[config.mk]
export PLATFORM = sky130hd
export DESIGN_NAME = bcd_stopwatch_ctrl
export DESIGN_NICKNAME = d
export VERILOG_FILES = /design/src/rtl/bcd_stopwatch_ctrl_pkg.sv /design/src/rtl/bcd_stopwatch_ctrl_digit.sv /design/src/rtl/bcd_stopwatch_ctrl.sv
export SDC_FILE = /design/constraint.sdc
export NUM_CORES = 1
export LEC_CHECK = 0
export CELL_PAD_IN_SITES_DETAIL_PLACEMENT = 0
export CELL_PAD_IN_SITES_GLOBAL_PLACEMENT = 1
export CORE_ASPECT_RATIO = 1.75
export CORE_MARGIN = 2
export CORE_UTILIZATION = 41
export CTS_CLUSTER_DIAMETER = 200
export DETAILED_ROUTE_END_ITERATION = 8
export GPL_ROUTABILITY_DRIVEN = 1
export PLACE_DENSITY_LB_ADDON = 0.15
export SYNTH_ARGS = -nofsm -noshare
export SYNTH_HDL_FRONTEND = slang
export SYNTH_SLANG_ARGS = --single-unit
[constraint.sdc]
create_clock -name clk -period 2.72 [get_ports clk]
set_clock_uncertainty 0.1 [all_clocks]
set_input_delay 0.408 -clock clk [delete_from_list [all_inputs] [get_ports clk]]
set_output_delay 0.408 -clock clk [all_outputs]
set_load 0.1 [all_outputs]
[src/rtl/bcd_stopwatch_ctrl_pkg.sv]
`default_nettype none
// ============================================================================
// Module   : bcd_stopwatch_ctrl_pkg
// Purpose  : Shared definitions for the BCD stopwatch controller: FSM state
//            encoding, the BCD digit maximum and the all-9s terminal test.
// Ports    : none (package)
// Revision : 1.0 - initial release
// ============================================================================
package bcd_stopwatch_ctrl_pkg;

  // FSM state encoding
  localparam logic [1:0] ST_IDLE  = 2'd0;
  localparam logic [1:0] ST_RUN   = 2'd1;
  localparam logic [1:0] ST_PAUSE = 2'd2;
  localparam logic [1:0] ST_OVF   = 2'd3;

  // Largest value a single BCD digit can hold
  localparam logic [3:0] BCD_MAX = 4'd9;

  // Widest counter the terminal-count helper can inspect (in digits)
  localparam int unsigned MAX_DIG = 16;

  // True when the low ndig digits of v are all at BCD_MAX. Callers
  // zero-extend their count into the fixed-width argument.
  function automatic logic all_nines(input logic [4*MAX_DIG-1:0] v,
                                     input int unsigned          ndig);
    logic r;
    r = 1'b1;
    for (int unsigned i = 0; i < MAX_DIG; i++) begin
      if ((i < ndig) && (v[4*i +: 4] != BCD_MAX)) r = 1'b0;
    end
    return r;
  endfunction

endpackage
`default_nettype wire

[src/rtl/bcd_stopwatch_ctrl_digit.sv]
`default_nettype none
// ============================================================================
// Module   : bcd_digit
// Purpose  : One cascadable BCD digit. Counts 0..9 when enabled, wraps to 0
//            and raises carry in the cycle it wraps.
// Ports    : clk      - clock, rising edge
//            rst_asyn - asynchronous active-low reset
//            en       - advance this digit on the next edge
//            clr      - synchronous clear (wins over en)
//            q        - current digit value
//            carry    - en while at 9; drives the next digit's en
// Revision : 1.0 - initial release
// ============================================================================
module bcd_digit (
  input  logic       clk,
  input  logic       rst_asyn,
  input  logic       en,
  input  logic       clr,
  output logic [3:0] q,
  output logic       carry
);
  import bcd_stopwatch_ctrl_pkg::*;

  // Combinational carry so every digit of the chain updates on the same edge
  assign carry = en && (q == BCD_MAX);

  always_ff @(posedge clk or negedge rst_asyn) begin
    if (!rst_asyn) begin
      q <= 4'd0;
    end else if (clr) begin
      q <= 4'd0;
    end else if (en) begin
      q <= (q == BCD_MAX) ? 4'd0 : q + 4'd1;
    end
  end

endmodule
`default_nettype wire

[src/rtl/bcd_stopwatch_ctrl.sv]
`default_nettype none
// ============================================================================
// Module   : bcd_stopwatch_ctrl
// Purpose  : Stopwatch controller with an NDIG-digit BCD counter advanced
//            once every PRESCALE clocks, start/pause, clear, lap freeze and
//            saturating overflow.
// Ports    : clk        - clock, rising edge
//            rst_asyn   - asynchronous active-low reset
//            start_stop - pulse: start or pause counting
//            clear      - pulse: zero the count and return to idle
//            lap        - pulse: toggle the display freeze (RUN only)
//            count      - live BCD count, digit 0 in bits [3:0]
//            disp       - frozen snapshot while lap_active, else count
//            running    - state is RUN
//            lap_active - display freeze in effect
//            overflow   - state is OVF
// Parameters: PRESCALE (>=2) clocks per increment, NDIG (1..16) digits
// Revision : 1.0 - initial release
// ============================================================================
module bcd_stopwatch_ctrl #(
  parameter int PRESCALE = 10,
  parameter int NDIG     = 4
) (
  input  logic              clk,
  input  logic              rst_asyn,
  input  logic              start_stop,
  input  logic              clear,
  input  logic              lap,
  output logic [4*NDIG-1:0] count,
  output logic [4*NDIG-1:0] disp,
  output logic              running,
  output logic              lap_active,
  output logic              overflow
);
  import bcd_stopwatch_ctrl_pkg::*;

  localparam int            PW      = $clog2(PRESCALE);
  localparam logic [PW-1:0] PS_LAST = PW'(PRESCALE - 1);

  logic [1:0]            state;
  logic [1:0]            state_nxt;
  logic [PW-1:0]         presc;
  logic [4*NDIG-1:0]     snap;
  logic                  tick;
  logic                  terminal;
  logic                  ovf_entry;
  logic [NDIG-1:0]       en_dig;
  logic [NDIG-1:0]       carry_dig;
  logic                  unused_carry;
  logic [4*MAX_DIG-1:0]  count_ext;

  // --------------------------------------------------------------------------
  // Terminal-count detect and tick generation
  // --------------------------------------------------------------------------
  always_comb begin
    count_ext              = '0;
    count_ext[4*NDIG-1:0]  = count;
  end

  assign terminal  = all_nines(count_ext, NDIG);
  assign tick      = (state == ST_RUN) && (presc == PS_LAST);
  assign ovf_entry = (state == ST_RUN) && (state_nxt == ST_OVF);

  // --------------------------------------------------------------------------
  // Digit chain. Digit 0 is held off at terminal count so the count
  // saturates at all-9s instead of wrapping; the top carry is therefore
  // never used.
  // --------------------------------------------------------------------------
  generate
    for (genvar g = 0; g < NDIG; g++) begin : g_digit
      if (g == 0) begin : g_lsd
        assign en_dig[g] = tick && !terminal;
      end else begin : g_upper
        assign en_dig[g] = carry_dig[g-1];
      end

      bcd_digit u_digit (
        .clk      (clk),
        .rst_asyn (rst_asyn),
        .en       (en_dig[g]),
        .clr      (clear),
        .q        (count[4*g +: 4]),
        .carry    (carry_dig[g])
      );
    end
  endgenerate

  assign unused_carry = carry_dig[NDIG-1];

  // --------------------------------------------------------------------------
  // FSM. clear has priority over start_stop in every state.
  // --------------------------------------------------------------------------
  always_comb begin
    state_nxt = state;
    case (state)
      ST_IDLE: begin
        if (start_stop && !clear) state_nxt = ST_RUN;
      end
      ST_RUN: begin
        if (clear)                  state_nxt = ST_IDLE;
        else if (start_stop)        state_nxt = ST_PAUSE;
        else if (tick && terminal)  state_nxt = ST_OVF;
      end
      ST_PAUSE: begin
        if (clear)           state_nxt = ST_IDLE;
        else if (start_stop) state_nxt = ST_RUN;
      end
      ST_OVF: begin
        if (clear) state_nxt = ST_IDLE;
      end
      default: state_nxt = ST_IDLE;
    endcase
  end

  always_ff @(posedge clk or negedge rst_asyn) begin
    if (!rst_asyn) begin
      state <= ST_IDLE;
    end else begin
      state <= state_nxt;
    end
  end

  // --------------------------------------------------------------------------
  // Prescaler: advances on every RUN edge (including the edge that pauses),
  // holds in PAUSE, zeroed whenever the FSM heads to IDLE.
  // --------------------------------------------------------------------------
  always_ff @(posedge clk or negedge rst_asyn) begin
    if (!rst_asyn) begin
      presc <= '0;
    end else if (clear || (state_nxt == ST_IDLE)) begin
      presc <= '0;
    end else if (state == ST_RUN) begin
      presc <= tick ? '0 : presc + PW'(1);
    end
  end

  // --------------------------------------------------------------------------
  // Lap snapshot. The snapshot captures the pre-increment count when a lap
  // coincides with a tick; entering OVF drops the freeze.
  // --------------------------------------------------------------------------
  always_ff @(posedge clk or negedge rst_asyn) begin
    if (!rst_asyn) begin
      snap       <= '0;
      lap_active <= 1'b0;
    end else if (clear) begin
      snap       <= '0;
      lap_active <= 1'b0;
    end else if (ovf_entry) begin
      lap_active <= 1'b0;
    end else if ((state == ST_RUN) && lap) begin
      if (!lap_active) begin
        snap       <= count;
        lap_active <= 1'b1;
      end else begin
        lap_active <= 1'b0;
      end
    end
  end

  assign disp     = lap_active ? snap : count;
  assign running  = (state == ST_RUN);
  assign overflow = (state == ST_OVF);

endmodule
`default_nettype wire
After elaboration in Yosys (flattened, before gate mapping)
Index checks and enable logic that the tools add are counted.
Word-level totals
  bits of input ports: 5
  word-level logic and storage cells: 84
  output and inout port bits: 35
  register bits: 39
Cells by class
  equal/unequal tests: 14
  add/subtract/negate cells: 5
  reductions and logical operators: 22
  mux-type cells: 35
Operators by type and width (number)
  16-bit two-way mux: 4
  4-bit two-way mux: 15
  4-bit by 1-bit adder with 4-bit output, second input constant: 5
  4-bit == test, second input constant: 5
  4-bit inequality test, second input constant: 4
  2-bit two-way mux: 7
  2-bit nonzero test: 6
  1-bit logical AND: 9
  1-bit two-way mux: 8
  2-bit case mux with 4 select lines: 1
  2-bit == test, second input constant: 3
  2-bit zero test: 2
  3-bit nonzero test: 1
  2-bit by 1-bit == test with 1-bit output, second input constant: 1
  1-bit zero test: 2
  2-bit inequality test, second input constant: 1
  2-bit AND reduction: 1
  1-bit logical OR: 1

Depth between registers and ports, before layout
  depth after elaboration: 14
  mapped depth: 8
  mapped depth without buffers: 6

By module
Synthesis repeated with hierarchy kept, for this count alone.
Second synthesis, totals
  cells, all modules: 215
  area, all modules: 2311.0 um^2
Modules (own cells, without submodules)
  bcd_stopwatch_ctrl: area each 1345.0 um^2, cells each 111, instances 1, sequential area each 575.6 um^2
  bcd_digit: area each 241.5 um^2, cells each 26, instances 4, sequential area each 100.1 um^2

Worst setup path before layout
Ideal clock, no wire load.
  path kind: flip-flop to flip-flop
  from: register lap_active
  to: register snap[10]
  cell stages (with the launch flop): 7
  clock period less this slack: 2.735 ns
  slack: -0.015 ns
  buffers on the path: 2
  arrival: 2.511 ns
  library setup time: 0.124 ns
  required time: 2.496 ns
  cell sequence: dfrtp_1 -> buf_2 -> buf_2 -> mux2_2 -> nand4_1 -> a21oi_1 -> a211o_2
Between the ends
  longest elaborated chain between the ends: 4
Ends and longest elaborated chain
  from (decl): line bcd_stopwatch_ctrl.sv:32  | output logic lap_active,
  from (signal assigned): line bcd_stopwatch_ctrl.sv:144  | lap_active <= 1'b0;
  from (signal assigned): line bcd_stopwatch_ctrl.sv:147  | lap_active <= 1'b0;
  from (signal assigned): line bcd_stopwatch_ctrl.sv:149  | lap_active <= 1'b0;
  16-bit two-way mux
  net disp[10]: line bcd_stopwatch_ctrl.sv:30  | output logic [4*NDIG-1:0] disp,
  16-bit two-way mux (3 in series)
  to (signal assigned): line bcd_stopwatch_ctrl.sv:152  | snap <= count;
  to (decl): line bcd_stopwatch_ctrl.sv:43  | logic [4*NDIG-1:0] snap;
The timed path passes the listed nets, and every way through them passes these cells. The select of a mux whose other input is x is not followed.
A chain may end at the register's enable or synchronous reset.

Worst setup path after layout
  from: register presc[1]
  to: register g_digit[1].u_digit.q[3]
Between the ends
  longest elaborated chain between the ends: 5
Ends and longest elaborated chain
  from (decl): line bcd_stopwatch_ctrl.sv:42  | logic [PW-1:0] presc;
  from (signal assigned): line bcd_stopwatch_ctrl.sv:133  | presc <= tick ? '0 : presc + PW'(1);
  4-bit == test: line bcd_stopwatch_ctrl.sv:61  | assign tick = (state == ST_RUN) && (presc == PS_LAST);
  1-bit logical AND: line bcd_stopwatch_ctrl.sv:61
  1-bit logical AND: line bcd_stopwatch_ctrl.sv:72  | assign en_dig[g] = tick && !terminal;
  1-bit logical AND: line bcd_stopwatch_ctrl_digit.sv:25  | assign carry = en && (q == BCD_MAX);
  2-bit nonzero test (no source line)
  to (signal assigned): line bcd_stopwatch_ctrl_digit.sv:33  | q <= (q == BCD_MAX) ? 4'd0 : q + 4'd1;
  to (decl): line bcd_stopwatch_ctrl_digit.sv:19  | output logic [3:0] q,
Every way passes these cells.

==> implementation parameters <==
Parameter                              Value

Critical path
  Data required time of the critical path    2.84 ns
  Type of element launching the critical path    register
  CP arrival    around 2.3 ns
  Cell depth of the worst flop-to-flop path    6
  CP Class    register to register
  Worst setup path start    presc[1]
  Reg2Reg Launch Point    presc[1]
  Worst setup EP type    register
  Peak fanout along the critical path    13

Power and ir drop
  Cell leakage power    0.00151 uW
  Switching fraction of total power    0.277
  Relative contribution of the clock network to total power    0.355
  Worst supply voltage drop on vdd    0.000299 V
  Design internal power    790 uW
  Switching power    302 uW
  Share of power burned in registers    0.547
  Portion of total power attributed to combinational logic    0.097
  Power density cells    364 mW/mm^2

Yosys
  Number of cells produced by synthesis    ~260
  Post-synth EDFFs    0
  Area leader, netlist    dfrtp_1
  Synth warn    0
  Synth Cell Area    between 0.002 and 0.003 mm^2
  Biggest area contributors in the synthesized netlist    dfrtp_1 38%, a21oi_1 7.1%, mux2_2 7.1%
  Basic-gate share of the synthesized area counting and, or, nand and nor cells    0.238
  Fraction of the yosys area taken by sequential cells    0.384
  Syn nets    279
  Netlist cell types    43
  Top cell type's share of synthesized area    0.384
  Share of the synthesized area in compound gates (AO/OA/AOI/OAI)    0.192
  Share of synthesized cell area in full adder, half adder and majority cells    0.0492
  Top FF cell, synth    dfrtp_1
  Main combinational cell family by area after synthesis    simple AND/OR/NAND/NOR gates
  Syn Area/Cell    between 9 and 10 um^2
  Multiplexer share of the synthesized area    0.0748
  Async SR Flop Fraction    1.00
  Xor/xnor share of the synthesized area    0.00344
  Total of flip-flops plus latches after synthesis    39

Clocking
  Buffers inserted during post-CTS setup optimization    0
  Cts repair resizes    0
  CTS buffer count    5
  Largest buffer count on any clock path    2
  Clock edge transition at the registers on the reported setup and hold paths    roughly 0.080 ns
  Maximum level of the CTS H-tree    2
  TritonCTS clock tree    yes
  Total clock sinks    39
  Cts-stage hold buffer count    0
  Worst-Skew Late Latency    slightly below 0.3 ns
  Cell at the root of the clock tree    clkbuf_8

Global route
  Met3 Track Usage GR    0.0312
  Gr usage total    0.216
  Global routing's busiest layer    met2
  Global Route met2 Usage    0.387
  Via count of the first global-routing pass    2,263
  Global-route wire length before repair    11,600 um
  Total congestion overflow after global routing    0
  Pin count of the biggest net entering global routing    40
  Initial antenna violation count    0
  Met1 demand-to-capacity share in global routing    0.266

Layout
  Fin util    0.493
  Proportion of layout cells with a drive suffix above 1    0.296
  Layout net count    approximately 320
  Ant. Diodes    0
  Synth-to-layout area growth    17.9%
  Final Instance Area    0.00300 mm^2

Drt
  Vias per cell    5.87
  Number of design rule violations left after detail routing    0
  Post-detailed-routing wire length    6870 um
  Starting DRC count in detailed routing    164
  Post-DRT Antenna Nets    0
  Post-detailed-route wirelength per cell    18.0 um
  DR vias    2,238
  Length of the first detailed-routing pass in iterations    4

Timing
  Setup repair after global routing missed its margin    false
  Count of endpoints failing hold in the final timing report    0
  Clock period minus worst slack    2.22 ns
  Final count of pins violating max slew    0
  Final-report setup violation count    0
  Aggregate negative setup slack    0 ns
  Final cycle utilization of the critical path    0.815
  Relative slew slack    0.377
  Slew @ Worst Pin    0.935 ns
  Timing-limited maximum frequency    approximately 450 MHz

Floorplan
  DIE HEIGHT    108 um
  Standard-cell row count    38
  Die span in x    63.5 um
  Core area    0.00609 mm^2
  Initial core utilization    0.418
  Top-Level Pins    40
  Die area    0.00687 mm^2

Placed design
  Detailed placer's ending HPWL    4730 um
  Placer Congestion    0.705
  Cell area reported after detailed placement    between 0.002 and 0.003 mm^2
  Count of input and output buffers    39

Hold path
  Min-delay worst type    primary input to asynchronous set/reset pin

Run status
  Run status    complete, no violations

Flow run
  Total of max-cap violations    0
==> flip-flops by register name, indices dropped and copies added, names as in the netlist <==
register	cells
presc	4
g_digit.u_digit.q	16
state	2
lap_active	1
snap	16
==> layout make-up <==
cell class,instances,area (um^2)
timing repair buffer,48,378
clock buffer,5,68.8
multi-input combinational,195,1420
inverter,11,41.3
fill,645,3090
tap,80,100
sequential,39,977
clock inverter,3,15.0
==> routing by layer <==
| layer | share of wire | wire, um |
|---|---|---|
| met5 | 0 | 0 |
| met4 | 0.012 | 82 |
| met3 | 0.039 | 269 |
| met2 | 0.53 | 3660 |
| met1 | 0.42 | 2860 |
==> cell families (layout without fill, tap and decap cells) <==
group           after synthesis  in the layout
buf+inv                      30             67
flops                        39             39
xor+xnor                      1              1
mux                          17             17
compound gates               74             74
fa+ha+maj                    10             10
simple gates                 93             93
==> per-stage QoR <==
step / cells / setup slack, ns / hold WS, ns / power, uW
2_1_floorplan: 264 / 0.138 / 0.0124 / 670
3_3_place_gp: 373 / 0.391 / 0.381 / 717
3_5_place_dp: 373 / 0.337 / 0.390 / 717
4_1_cts: 381 / 0.485 / 0.180 / 1110
5_1_grt: 381 / 0.355 / 0.213 / 1140
6_report: 381 / 0.503 / 0.138 / 1090
==> power by group through the flow <==
| stage | registers, uW | clock network, uW | logic, uW |
|---|---|---|---|
| finish | 598 | 388 | 106 |
| global route | 600 | 425 | 116 |
| CTS | 598 | 404 | 108 |
| detailed placement | 609 | 0 | 108 |
| global placement | 609 | 0 | 108 |
| floorplan | 608 | 0 | 61.9 |
==> path summary, 6_finish.rpt <==
| path | end | slack (ns) |
|---|---|---|
| worst max-delay path | g_digit[1].u_digit.q[3] | 0.50 |
| worst min-delay path | snap[9] | 0.14 |
| worst max register to register | g_digit[1].u_digit.q[3] | 0.50 |
| worst min register to register | snap[1] | 0.41 |
| max in group asynchronous | lap_active | 1.72 |
| min in group clk | snap[1] | 0.41 |
==> placed cells by master, fill, tap and decap left out, types with 2 or more instances in the layout <==
| master | synthesis | final |
|---|---|---|
| or3_1 | 8 | 8 |
| mux2_2 | 16 | 16 |
| ha_1 | 10 | 10 |
| dfrtp_1 | 39 | 38 |
| nand3b_1 | 5 | 5 |
| a211o_1 | 3 | 3 |
| o21ai_0 | 8 | 8 |
| a211o_2 | 13 | 13 |
| clkinv_2 | 0 | 3 |
| nand2_1 | 10 | 10 |
| a311oi_1 | 2 | 2 |
| nor2_1 | 5 | 5 |
| and3b_1 | 4 | 4 |
| a21oi_1 | 36 | 36 |
| and2_1 | 4 | 4 |
| inv_1 | 11 | 11 |
| nor3_1 | 4 | 4 |
| buf_4 | 0 | 43 |
| clkbuf_8 | 0 | 5 |
| and3_1 | 16 | 16 |
| o31ai_1 | 6 | 6 |
| or4_1 | 5 | 5 |
| nand3_1 | 6 | 6 |
| nand4_1 | 16 | 16 |
| clkdlybuf4s50_1 | 0 | 3 |
==> synth_stat cells, drive strengths merged, types with 2 or more instances <==
cell type / n
a211o: 16
a21oi: 36
a311oi: 2
and2: 4
and3: 16
and3b: 4
buf: 7
clkbuf: 12
dfrtp: 39
ha: 10
inv: 11
mux2: 16
nand2: 10
nand3: 6
nand3b: 5
nand4: 17
nand4b: 2
nor2: 5
nor3: 5
nor4: 2
o21ai: 8
o31ai: 6
or3: 8
or4: 5
==> worst max-delay path: stages, from the launching register on <==
cell and delay, ns:
dfrtp_1 0.41, inv_1 0.07, ha_1 0.24, and4b_2 0.29
nand3_1 0.33, or4_1 0.57, a21oi_1 0.13
Power figures use the tool's default switching activity.
==> RTL edit (config.mk and constraints unchanged) <==
Change the parameter `PRESCALE` from 10 to 9.
--- a/src/rtl/bcd_stopwatch_ctrl.sv
+++ b/src/rtl/bcd_stopwatch_ctrl.sv
@@ -19,5 +19,5 @@
 // ============================================================================
 module bcd_stopwatch_ctrl #(
-  parameter int PRESCALE = 10,
+  parameter int PRESCALE = 9,
   parameter int NDIG     = 4
 ) (
Check against the original RTL: same outputs for any inputs over 10 cycles, from zero or initial values and one cycle with rst_asyn low; that may be too few to reach the edited logic, so the function may still have changed.
==> RTL edit against the unedited design <==
  * Die area down 0.56%
  * Setup slack got worse by 0.021 ns
  * Non-clock buffer count up 3
  * Area after synthesis is 0.59% lower
  * Design area increased by 7.0%
  * Wire length is 4.1% lower
  * Sequential cell count is the same
  * Total power is 1.5% higher
  * Largest cell class unchanged
==> RTL edit: results <==
[yosys]
synth.area.top_cells = dfrtp_1, nand3_1, mux2_2, a211o_1, ha_1
synthFlopType = dfrtp_1
synth-xor-area-share_pct = 0
synthAdderAreaFrac_pct = 4.950
synthTopCellsByCount = nand3_1, dfrtp_1, nand2_1
synth-compound-area-share_pct = 16.68
postSynthCellCount = 280
syn_nets = 295
yosysWarningCount = 0
muxShareOfSynthArea_pct = 8.317
yosysSeqAreaShare_pct = 38.61
ys_types = 40

[global_routing]
antenna_found_initial = 0
grt_pass1_wl_mm = 11.02
track_usage_pct = 20.59
grt_pass1_vias = 2118

[setup_path]
critical_path.max_stage_delay_ns = 0.59
crit_path_max_fanout = 10
crit_family = simple AND/OR/NAND/NOR gates
reg2reg_depth = 5
reg2reg_slack_ns = 0.48
cpMaxStageDelayCell = or4_1
critPathKind = flip-flop to flip-flop
r2r_start = g_digit[1].u_digit.q[0]
worstReg2RegEnd = g_digit[3].u_digit.q[2]
critPathArrivalTime_ns = 2.36

[place]
dpl_cell_area_um2 = 3126
dp.cells = 389
portBuffers = 39
place.gp.congestion = 0.7642
dp_hpwl_mm = 4.565

[pwr]
p_total_mw = 1.109
power.leakage_nw = 1.402
power_switching_uw = 307.7
pg_seq_uw = 588
comb_power_uw = 131
peakVddDrop_mv = 0.1792

[clock_tree]
cts_buffer_depth = 2
cts_setup_buffers = 0
clkTransAtPathRegs_ns = 0.08

[detailed_routing]
vias_per_cell = 5.801
drt_wl_total_mm = 6.586
drtIter0Drc = 98
drt_first_pass_iters = 4
detail_route.wl_per_cell_um = 16.59

[finish]
drive_gt1_share_pct = 23.51
fillers = 601
diodes = 0
nets = 333

[run_status]
status = finished, final reports clean

[sta]
slew_headroom_pct = 39.56

[hold_path]
min_path_type = input port to async pin
RTL edit: cell type report:
cell class | instances | area, µm² | share of cell area, %
Clock buffer | 7 | 76.32 | 2.380
Clock inverter | 1 | 5.005 | 0.1561
Inverter | 10 | 37.54 | 1.171
Multi-Input combinational cell | 211 | 1414 | 44.09
Sequential cell | 39 | 975.9 | 30.43
Tap cell | 78 | 97.59 | 3.043
Timing Repair Buffer | 51 | 600.6 | 18.73
RTL edit: stage by stage:
stage	utilization [%]	setup WS, ns	hold slack, ns
2_1_floorplan	-	0.08507	0.01241
3_3_place_gp	52.74	0.4938	0.3794
3_5_place_dp	52.74	0.4864	0.3901
4_1_cts	54.12	0.4661	0.1794
5_1_grt	54.12	0.3047	0.2140
6_report	54.12	0.4826	0.1424
RTL edit: routing by layer:
layer  vias to the layer above  GRT usage, %  share of wire [%]
met3                         9         2.720                4.2
met2                        50         34.14                 50
met5                         -             0                  0
met4                         0         7.764                1.9
li1                       1107             -                  -
met1                      1137         27.12                 44
